## src/rtl/phase_sel_gen.sv

```systemverilog
`default_nettype none
// +------------------------------------------------------------------------+
// | Module      : phase_sel_gen                                            |
// | Description : LFSR-driven select generator for 7 clock phase muxes,    |
// |               with programmable idle interval and post-update guard.   |
// | Revision    : 1.0                                                      |
// +------------------------------------------------------------------------+
module phase_sel_gen #(
    parameter int          GUARD_CYCLES = 8,
    parameter logic [15:0] RESET_SEED   = 16'hACE1
) (
    input  logic        clk_in,
    input  logic        rst,
    input  logic        en,
    input  logic [7:0]  interval,
    input  logic        seed_load,
    input  logic [15:0] seed,
    output logic [6:0]  sel,
    output logic        sel_stb,
    output logic        active
);

    localparam logic [1:0] S_IDLE   = 2'd0;
    localparam logic [1:0] S_COUNT  = 2'd1;
    localparam logic [1:0] S_UPDATE = 2'd2;
    localparam logic [1:0] S_GUARD  = 2'd3;

    localparam logic [7:0] c_guard_init = 8'(GUARD_CYCLES - 1);

    logic [1:0]  r_state;
    logic [7:0]  r_cnt;
    logic [7:0]  r_gcnt;
    logic [15:0] r_lfsr;
    logic [6:0]  r_sel;
    logic        r_stb;

    logic [1:0]  w_state_nxt;
    logic [7:0]  w_cnt_nxt;
    logic [7:0]  w_gcnt_nxt;
    logic [15:0] w_lfsr_nxt;
    logic [6:0]  w_sel_nxt;
    logic        w_stb_nxt;
    logic        w_fb;

    assign w_fb = r_lfsr[15] ^ r_lfsr[13] ^ r_lfsr[12] ^ r_lfsr[10];

    always_ff @(posedge clk_in) begin
        if (rst) begin
            r_state <= S_IDLE;
            r_cnt   <= 8'd0;
            r_gcnt  <= 8'd0;
            r_lfsr  <= RESET_SEED;
            r_sel   <= 7'h00;
            r_stb   <= 1'b0;
        end else begin
            r_state <= w_state_nxt;
            r_cnt   <= w_cnt_nxt;
            r_gcnt  <= w_gcnt_nxt;
            r_lfsr  <= w_lfsr_nxt;
            r_sel   <= w_sel_nxt;
            r_stb   <= w_stb_nxt;
        end
    end

    always_comb begin
        w_state_nxt = r_state;
        w_cnt_nxt   = r_cnt;
        w_gcnt_nxt  = r_gcnt;
        w_sel_nxt   = r_sel;
        w_stb_nxt   = 1'b0;

        // A seed load wins over the free-running advance; zero would lock the LFSR.
        if (seed_load) begin
            w_lfsr_nxt = (seed == 16'h0000) ? RESET_SEED : seed;
        end else if (r_state != S_IDLE) begin
            w_lfsr_nxt = {r_lfsr[14:0], w_fb};
        end else begin
            w_lfsr_nxt = r_lfsr;
        end

        case (r_state)
            S_IDLE: begin
                if (en) begin
                    w_state_nxt = S_COUNT;
                    w_cnt_nxt   = interval;
                end
            end
            S_COUNT: begin
                if (r_cnt == 8'd0) begin
                    w_state_nxt = S_UPDATE;
                end else begin
                    w_cnt_nxt = r_cnt - 8'd1;
                end
            end
            S_UPDATE: begin
                w_sel_nxt   = r_lfsr[6:0];
                w_stb_nxt   = 1'b1;
                w_state_nxt = S_GUARD;
                w_gcnt_nxt  = c_guard_init;
            end
            default: begin
                // en is only honoured here, so an update in flight always finishes.
                if (r_gcnt == 8'd0) begin
                    if (en) begin
                        w_state_nxt = S_COUNT;
                        w_cnt_nxt   = interval;
                    end else begin
                        w_state_nxt = S_IDLE;
                    end
                end else begin
                    w_gcnt_nxt = r_gcnt - 8'd1;
                end
            end
        endcase
    end

    assign sel     = r_sel;
    assign sel_stb = r_stb;
    assign active  = (r_state != S_IDLE);

endmodule
`default_nettype wire

```

## config.mk

```make
export PLATFORM = sky130hd
export DESIGN_NAME = phase_sel_gen
export DESIGN_NICKNAME = d
export VERILOG_FILES = /design/src/rtl/phase_sel_gen.sv
export SDC_FILE = /design/constraint.sdc
export NUM_CORES = 1
export LEC_CHECK = 0
export BUFFER_PORTS_ARGS = -buffer_cell sky130_fd_sc_hd__buf_2
export CAP_MARGIN = 0
export CORE_MARGIN = 2
export CORE_UTILIZATION = 55
export CTS_BUF_LIST = sky130_fd_sc_hd__clkbuf_4
export DETAILED_ROUTE_END_ITERATION = 10
export MAX_ROUTING_LAYER = met4
export PLACE_DENSITY = 0.78
export SLEW_MARGIN = 20
export SYNTH_ARGS = -nofsm -noshare
export SYNTH_HDL_FRONTEND = slang
export SYNTH_SLANG_ARGS = --single-unit
```

## constraint.sdc

```tcl
create_clock -name clk_in -period 2.4 [get_ports clk_in]
set_clock_uncertainty 0.05 [all_clocks]
set_input_delay 0.24 -clock clk_in [delete_from_list [all_inputs] [get_ports clk_in]]
set_output_delay 0.24 -clock clk_in [all_outputs]
set_load 0.1 [all_outputs]
```

# After elaboration in Yosys (flattened, before gate mapping)
# Cells that the tools add are included.
op_classes:
  addsub: 2
  n_eq_ne: 6
  n_shift: 0
  n_lt_le_gt_ge: 0
  n_reduce_logical: 12
  mux: 15
  bitwise_logic: 5
  n_mul: 0
  n_div: 0
ops:
  columns: ["cell", "n"]
  rows:
  - ["$mux 16", 3]
  - ["$mux 8", 4]
  - ["$pmux 8 s3", 1]
  - ["$logic_not 16->1", 1]
  - ["$logic_not 8->1", 2]
  - ["$pmux 8 s2", 1]
  - ["$sub 8x1->8 const B", 2]
  - ["$mux 2", 3]
  - ["$ne 2x2->1 const B", 3]
  - ["$pmux 2 s3", 1]
  - ["$reduce_and 3->1", 2]
  - ["$reduce_bool 2->1", 2]
  - ["$reduce_bool 4->1", 1]
  - ["$reduce_bool 3->1", 1]
  - ["$xor 1x1->1", 3]
  - ["$eq 2x1->1 const B", 1]
  - ["$eq 2x2->1 const B", 1]
  - ["$logic_not 2->1", 1]
  - ["$mux 1", 2]
  - ["$ne 2x1->1 const B", 1]
  - ["$not 1->1", 2]
  - ["$reduce_and 2->1", 1]
  - ["$reduce_or 2->1", 1]
totals:
  mem_bits_ro: 0
  regBits: 42
  latchBits: 0
  word_cells: 46
  ram_bits: 0
  memories: 0

# Longest topological paths before layout
# Gate-level depths: netlist of the first run.
logic_depth:
  word_depth: 5
  depth_mapped: 8
  ltp_nobuf: 6

# Worst setup path before layout of the first run
# OpenSTA, ideal clock, no wires.
synth_path:
  kind: "register -> register"
  startpoint: "reg r_state[0]"
  endpoint: "reg r_lfsr[0]"
  arrival_ps: 1985
  period_less_slack_ps: 2176
  required_ps: 2209
  path_buffers: 2
  slack_ps: 224
  path_stages_with_launch: 8
  setup_time_ps: 141
  path_cell_list: "dfxtp_1 -> inv_1 -> ha_1 -> buf_2 -> buf_2 -> inv_1 -> mux2i_1 -> o211ai_1"
synth_via:
  elab_chain_cells: 2
synth_lines:
  columns: ["element", "line", "source"]
  rows:
  - ["start: declaration", "30", "logic [1:0] r_state;"]
  - ["start signal: assignment", "56", "r_state <= w_state_nxt;"]
  - ["$reduce_bool 2->1", null, null]
  - ["via active", "20", "output logic active"]
  - ["$reduce_bool 2->1 (no line)", null, null]
  - ["end signal: assignment", "59", "r_lfsr <= w_lfsr_nxt;"]
  - ["end: declaration", "33", "logic [15:0] r_lfsr;"]
# The timed path passes the listed nets, and every way through them passes these cells.
# A chain may end at the register's enable or synchronous reset.

# Final worst setup path of the first run
layout_path:
  startpoint: "reg r_state[0]"
  endpoint: "reg r_gcnt[6]"
layout_via:
  elab_chain_cells: 4
  elab_cells_between_ends: 8
  cone_classes: "eq/ne (3); mux (1); bitwise (1); reduce/logical (3)"
layout_lines:
  columns: ["element", "line", "source"]
  rows:
  - ["$eq 2x1->1 or $logic_not 2->1 (tied branches)", "81", "case (r_state)"]
  - ["$reduce_or 2->1 (no line)", null, null]
  - ["$not 1->1 (no line)", null, null]
  - ["$reduce_and 2->1 (no line)", null, null]
  - ["end signal: assignment", "58", "r_gcnt <= w_gcnt_nxt;"]
  - ["end: declaration", "32", "logic [7:0] r_gcnt;"]
# Parallel ways exist; a longest one is shown, timed or not.

==> metrics.md, run 1 <==
| Metric | Value |
|---|---|
| Hold Crit Depth | 3 |
| Area of the die | 4710 sq um |
| Die Wd | 68.6 um |
| DR vias | 2,044 |
| Ys async rst share | 0% |
| Routability cong. | 0.875 |
| First-pass GRT wire length | 8610 um |
| Max-cap violation count | 0 |
| Reg2reg path depth | 6 |
| Routed Antenna Nets | 0 |
| Max stage delay cell, worst path | dfxtp_1 |
| H-tree Lvls | 2 |
| Worst rel slew slack | 57.8% |
| Met3 Track Usage GR | 5.36% |
| Row count | 23 |
| P_leak | 1.10 nW |
| Share of cells above drive strength 1 | 24.7% |
| HP Class | in -> reg |
| Wire per inst | 14.5 um |
| Pre-antenna DRT Iters | 5 |
| Initial DRC count | 142 |
| Status | finished, final reports clean |
| Clock root buffer | clkbuf_4 |
| Fin crit period | 2.05 ns |
| Die Y-Extent | 68.6 um |
| Met1 Resource Use GR | 30.9% |
| Worst hold slack | 0.0668 ns |
| Busiest metal layer after global routing | met2 |
| RSZ-0062 raised after global routing | false |
| Worst-case vdd ir drop | 0.000584 V |
| CP Launch Type | flop |
| Setup crit end kind | flop |
| Worst-skew pair later-pin latency | 0.36 ns |
| Max-slew violations | 0 |
| Dpl cell area | 2540 sq um |
| Synthesized area | 2300 sq um |
| Total gr overflow | 0 |
| Number of synthesized flops with an enable pin | 0 |
| Non-Filler Instances | 342 |
| Final nets | 327 |
| Placed Cells | 334 |
| CTS buffer count | 5 |
| Buffers on Ports | 36 |
| Detailed placement HPWL | 3550 um |
| Final Core Density | 65.8% |
| Reg clk slew, reported paths | 0.13 ns |
| Crit path DAT | 2.27 ns |
| Post-synthesis cell count | 253 |
| Final instance area | 2630 sq um |
| Routed wire length | 4950 um |
| Largest net degree at the start of global routing | 33 |
| Syn avg cell area | 9.07 sq um |
| Synth area leaders | dfxtp_1 37%, mux2i_1 8.7%, nor2_1 5.2% |
| Slew @ Worst Pin | 0.627 ns |
| Vias in the first global route | 1,918 |
| Worst-path cell chain | inv_1, ha_1, nor3_1, a21boi_4, a21oi_1, a311oi_1 |
| Worst-path fanout max | 8 |
| Critical path class | reg -> reg |
| DR DRC count | 0 |
| Worst Slack Setup Final | 0.345 ns |
| Setup-failing EPs final | 0 |
| IO Count | 37 |
| Via/cell ratio | 5.98 |
| Synth Warn # | 0 |
| CTS max path bufs | 2 |
| Period utilization | 85.6% |
| Core Area | 4000 sq um |
| Commonest cells after routing, fill and taps aside | 42 x dfxtp_1, 36 x buf_2, 32 x nor2_1 |
| Top cell type's share of synthesized area | 36.6% |
| # diodes | 0 |
| CTS tree | yes |
| Starting Density | 57.4% |
| Crit path required time | 2.61 ns |
| Met2 Use GR | 39.9% |
| Critical path's largest stage delay | 0.40 ns |
| Pwr Density | 1410 nW/um^2 |
| Leading cell type in the layout, fill and taps excluded | dfxtp_1 |
| Total power | 3.70 mW |
| Post-place setup slack | 0.272 ns |
| Cell taking the most area after synthesis | dfxtp_1 |
| #FFs+latches synth | 42 |
| Sequential share of the synthesized area | 36.6% |
| Syn-to-layout area delta | 14.7% |
| Syn_nets | 289 |
| Sink Count | 42 |
| Total track usage | 24.6% |
| Initial antenna violation count | 0 |
| Setup TNS | 0 ns |
| Post-synth cell types | 57 |
| Endpoints failing hold | 0 |
| Hold_buf cts | 0 |
| F_max | 0.487 GHz |
| Ys flop type | dfxtp_1 |
cell usage after synthesis, types with 2 or more instances:
master and number:
clkinv_1 2, o21a_1 2, a31oi_1 3, nor4_1 5, a21boi_2 2, a211oi_1 2, dfxtp_1 42, a21oi_1 14
a311oi_1 3, nor2b_1 5, o31ai_1 4, nor2_1 32, buf_1 3, nand2_1 14, o21ai_0 5, a41oi_1 2
nor3_1 10, xnor2_1 2, nand2b_1 2, ha_1 8, mux2i_1 20, or4_4 2, o22ai_1 7, inv_1 9
mux2_2 7, clkbuf_1 6, o211ai_1 3, or4_1 4, o311ai_1 2, a31o_1 2, buf_2 3
flip-flops by register name, indices dropped and copies added (netlist names):
name and count:
r_lfsr 16, r_cnt 8, r_gcnt 8, r_state 2
sel 7, sel_stb 1
worst max-delay path, delay by kind of cell (launching register included):
family | cells | cell delay, ns
buf+inv | 1 | 0.08
compound gates | 3 | 0.74
flops | 1 | 0.40
fa+ha+maj | 1 | 0.29
simple gates | 1 | 0.39
report_power, final:
part | switching, mW | total [mW] | internal, mW
registers | 0.180 | 1.06 | 0.885
clock network | 0.237 | 0.468 | 0.231
logic | 1.30 | 2.17 | 0.868
total | 1.72 | 3.70 | 1.98
layer usage:
metal  wire length, um  share of wire (%)  vias to the layer above
met5                 0                  0                        -
met4                79                1.6                        0
met3               321                6.5                        9
met2              2310                 47                       78
met1              2240                 45                      942
li1                  -                  -                     1015
area by class of cell:
type                            instances  area, sq um
Clock buffer                            6         45.0
Fill cell                             352         1370
Multi-Input combinational cell        188         1370
Sequential cell                        42          841
Timing Repair Buffer                   43          233
Clock inverter                          2         37.5
Inverter                               11         41.3
Tap cell                               50         62.6
worst paths after layout:
| path | startpoint | to | slack [ns] |
|---|---|---|---|
| setup / recovery | r_state[0] | r_gcnt[6] | 0.35 |
| hold / removal | seed[8] | r_lfsr[8] | 0.07 |
| setup reg to reg | r_state[0] | r_gcnt[6] | 0.35 |
| hold reg to reg | r_cnt[7] | r_cnt[7] | 0.44 |
timing repair:
item                                    in CTS  in global routing
hold endpoints to repair                     0                  0
resized for setup                            0                  1
endpoints found under the setup margin       0                  1
setup buffers                                0                  0
cells by family (layout without fill, tap and decap cells):
family | after synthesis | count (layout) | share of synthesized area [%]
and+or+nand+nor | 81 | 81 | 18.2
AOI/OAI and AO/OA | 69 | 69 | 23.6
DFF | 42 | 42 | 36.6
muxes | 27 | 27 | 12.2
buffers and inverters | 23 | 62 | 3.92
adders and majority gates | 8 | 8 | 4.36
xor gates and xnor gates | 3 | 3 | 1.14
No activity file was read; power rests on OpenSTA's default activity.
==> run 2, diff against run 1 <==
CORE_UTILIZATION = 58   (was 55)
PLACE_DENSITY = 0.82   (was 0.78)
==> metrics.md, run 2 (synthesis gave the netlist of run 1 again) <==
| Metric | Value |
|---|---|
| Slew @ Worst Pin | 0.633 ns |
| Row count | 22 |
| Die Y-Extent | 66.9 um |
| Reg2reg path depth | 6 |
| Routed wire length | 5010 um |
| RSZ-0062 raised after global routing | false |
| Post-CTS Setup Repair Bufs | 0 |
| Worst-path cell chain | inv_1, ha_1, buf_4, inv_1, buf_2 |
| Hold Crit Depth | 3 |
| Setup TNS | 0 ns |
| Worst-skew pair later-pin latency | 0.36 ns |
| Max stage delay cell, worst path | buf_2 |
| F_max | 0.456 GHz |
| Starting Density | 61.3% |
| Total power | 3.58 mW |
| # diodes | 0 |
| First-pass GRT wire length | 8720 um |
| Commonest cells after routing, fill and taps aside | 42 x dfxtp_1, 36 x buf_2, 32 x nor2_1 |
| Met1 Routed Length | 2250 um |
| Critical path's largest stage delay | 0.43 ns |
| Pwr Density | 1380 nW/um^2 |
| Routability cong. | 0.892 |
| Max reg flops | 16 |
| Crit path DAT | 1.90 ns |
| CP Launch Type | flop |
| Worst-path fanout max | 16 |
| Reg clk slew, reported paths | 0.13 ns |
| Status | finished, final reports clean |
| CTS buffer count | 5 |
| Share of cells above drive strength 1 | 24.7% |
| Endpoints failing hold | 0 |
| Hold_buf cts | 0 |
| P_leak | 1.08 nW |
| Syn-to-layout area delta | 13.2% |
| H-tree Lvls | 2 |
| Wire per inst | 14.7 um |
| Largest net degree at the start of global routing | 33 |
| Period utilization | 91.3% |
| HP Class | in -> reg |
| Critical path class | reg -> out |
| CTS tree | yes |
| Dpl cell area | 2540 sq um |
| DR DRC count | 0 |
| Pre-antenna DRT Iters | 4 |
| Highest routed layer | met4 |
| Die Wd | 66.9 um |
| Non-Filler Instances | 340 |
| Post-place setup slack | 0.314 ns |
| Detailed placement HPWL | 3590 um |
| IO Count | 37 |
| Wire length on met2 | 2330 um |
| Worst-case vdd ir drop | 0.000678 V |
| Fillers | 319 |
| Fin crit period | 2.19 ns |
| Initial antenna violation count | 0 |
| Routed Antenna Nets | 0 |
| Final instance area | 2600 sq um |
| PostCTS Resize Cnt | 0 |
| Most flops, register | r_lfsr |
| DR vias | 2,063 |
| Worst rel slew slack | 57.4% |
| Leading cell type in the layout, fill and taps excluded | dfxtp_1 |
| Largest regs | r_lfsr: 16 flops, r_cnt: 8 flops, r_gcnt: 8 flops |
| Total track usage | 26.3% |
| Worst Slack Setup Final | 0.208 ns |
| Setup crit end kind | output pin |
| Initial DRC count | 195 |
| Core Area | 3740 sq um |
| Placed Cells | 332 |
| Critical Path Most Common Cell | inv_1 |
| Max-cap violation count | 0 |
| Area of the die | 4480 sq um |
| Vias in the first global route | 1,969 |
| Buffers on Ports | 36 |
| Setup-failing EPs final | 0 |
| Sink Count | 42 |
| Final nets | 327 |
| Met3 WL | 338 um |
| Max-slew violations | 0 |
| Via/cell ratio | 6.07 |
| Clock root buffer | clkbuf_4 |
| Total gr overflow | 0 |
| Crit path required time | 2.11 ns |
| CTS max path bufs | 2 |
==> run 2: changes by cell type in the layout (fill, tap and decap cells not counted), sizes merged <==
cell    delta
bufinv     -1
clkbuf     -1
clkinv     +2
==> run 2: critical path, delay by kind of cell, from the launching register on <==
family / cells / cell delay, ns
DFF: 1 / 0.40
adders and majority gates: 1 / 0.27
buffers and inverters: 4 / 0.86
==> run 2: final timing paths <==
check	start	end	slack, ns
setup reg to reg	r_state[0]	r_gcnt[7]	0.30
hold reg to reg	sel[2]	sel[2]	0.46
hold / removal	seed[5]	r_lfsr[5]	0.07
setup / recovery	r_state[0]	active	0.21
==> run 2: report_power, final <==
part           switching, mW  total, mW  leakage [nW]  internal, mW
Clock                  0.247      0.362        0.0312         0.114
Combinational           1.30       2.15         0.708         0.857
Sequential             0.184       1.07         0.345         0.885
==> run 2: layout make-up <==
class	instances	area [sq um]	area share, %
clock buffer	5	37.5	1.44
clock inverter	3	21.3	0.818
sequential	42	841	32.4
inverter	11	41.3	1.59
timing repair buffer	43	233	8.96
tap	48	60.1	2.31
multi-input combinational	188	1370	52.5
==> run 2: through the flow <==
| step | util (%) | hold WS (ns) |
|---|---|---|
| floorplan | - | 0.333 |
| global placement | 67.8 | 0.424 |
| detailed placement | 67.8 | 0.432 |
| CTS | 69.4 | 0.0537 |
| global route | 69.4 | 0.0768 |
| finish | 69.4 | 0.0708 |
==> run 2: per-layer routing <==
layer | vias up | track usage [%]
met1 | 957 | 33.6
met2 | 79 | 40.8
li1 | 1018 | -
met4 | 0 | 11.0
met3 | 9 | 4.90
met5 | - | -
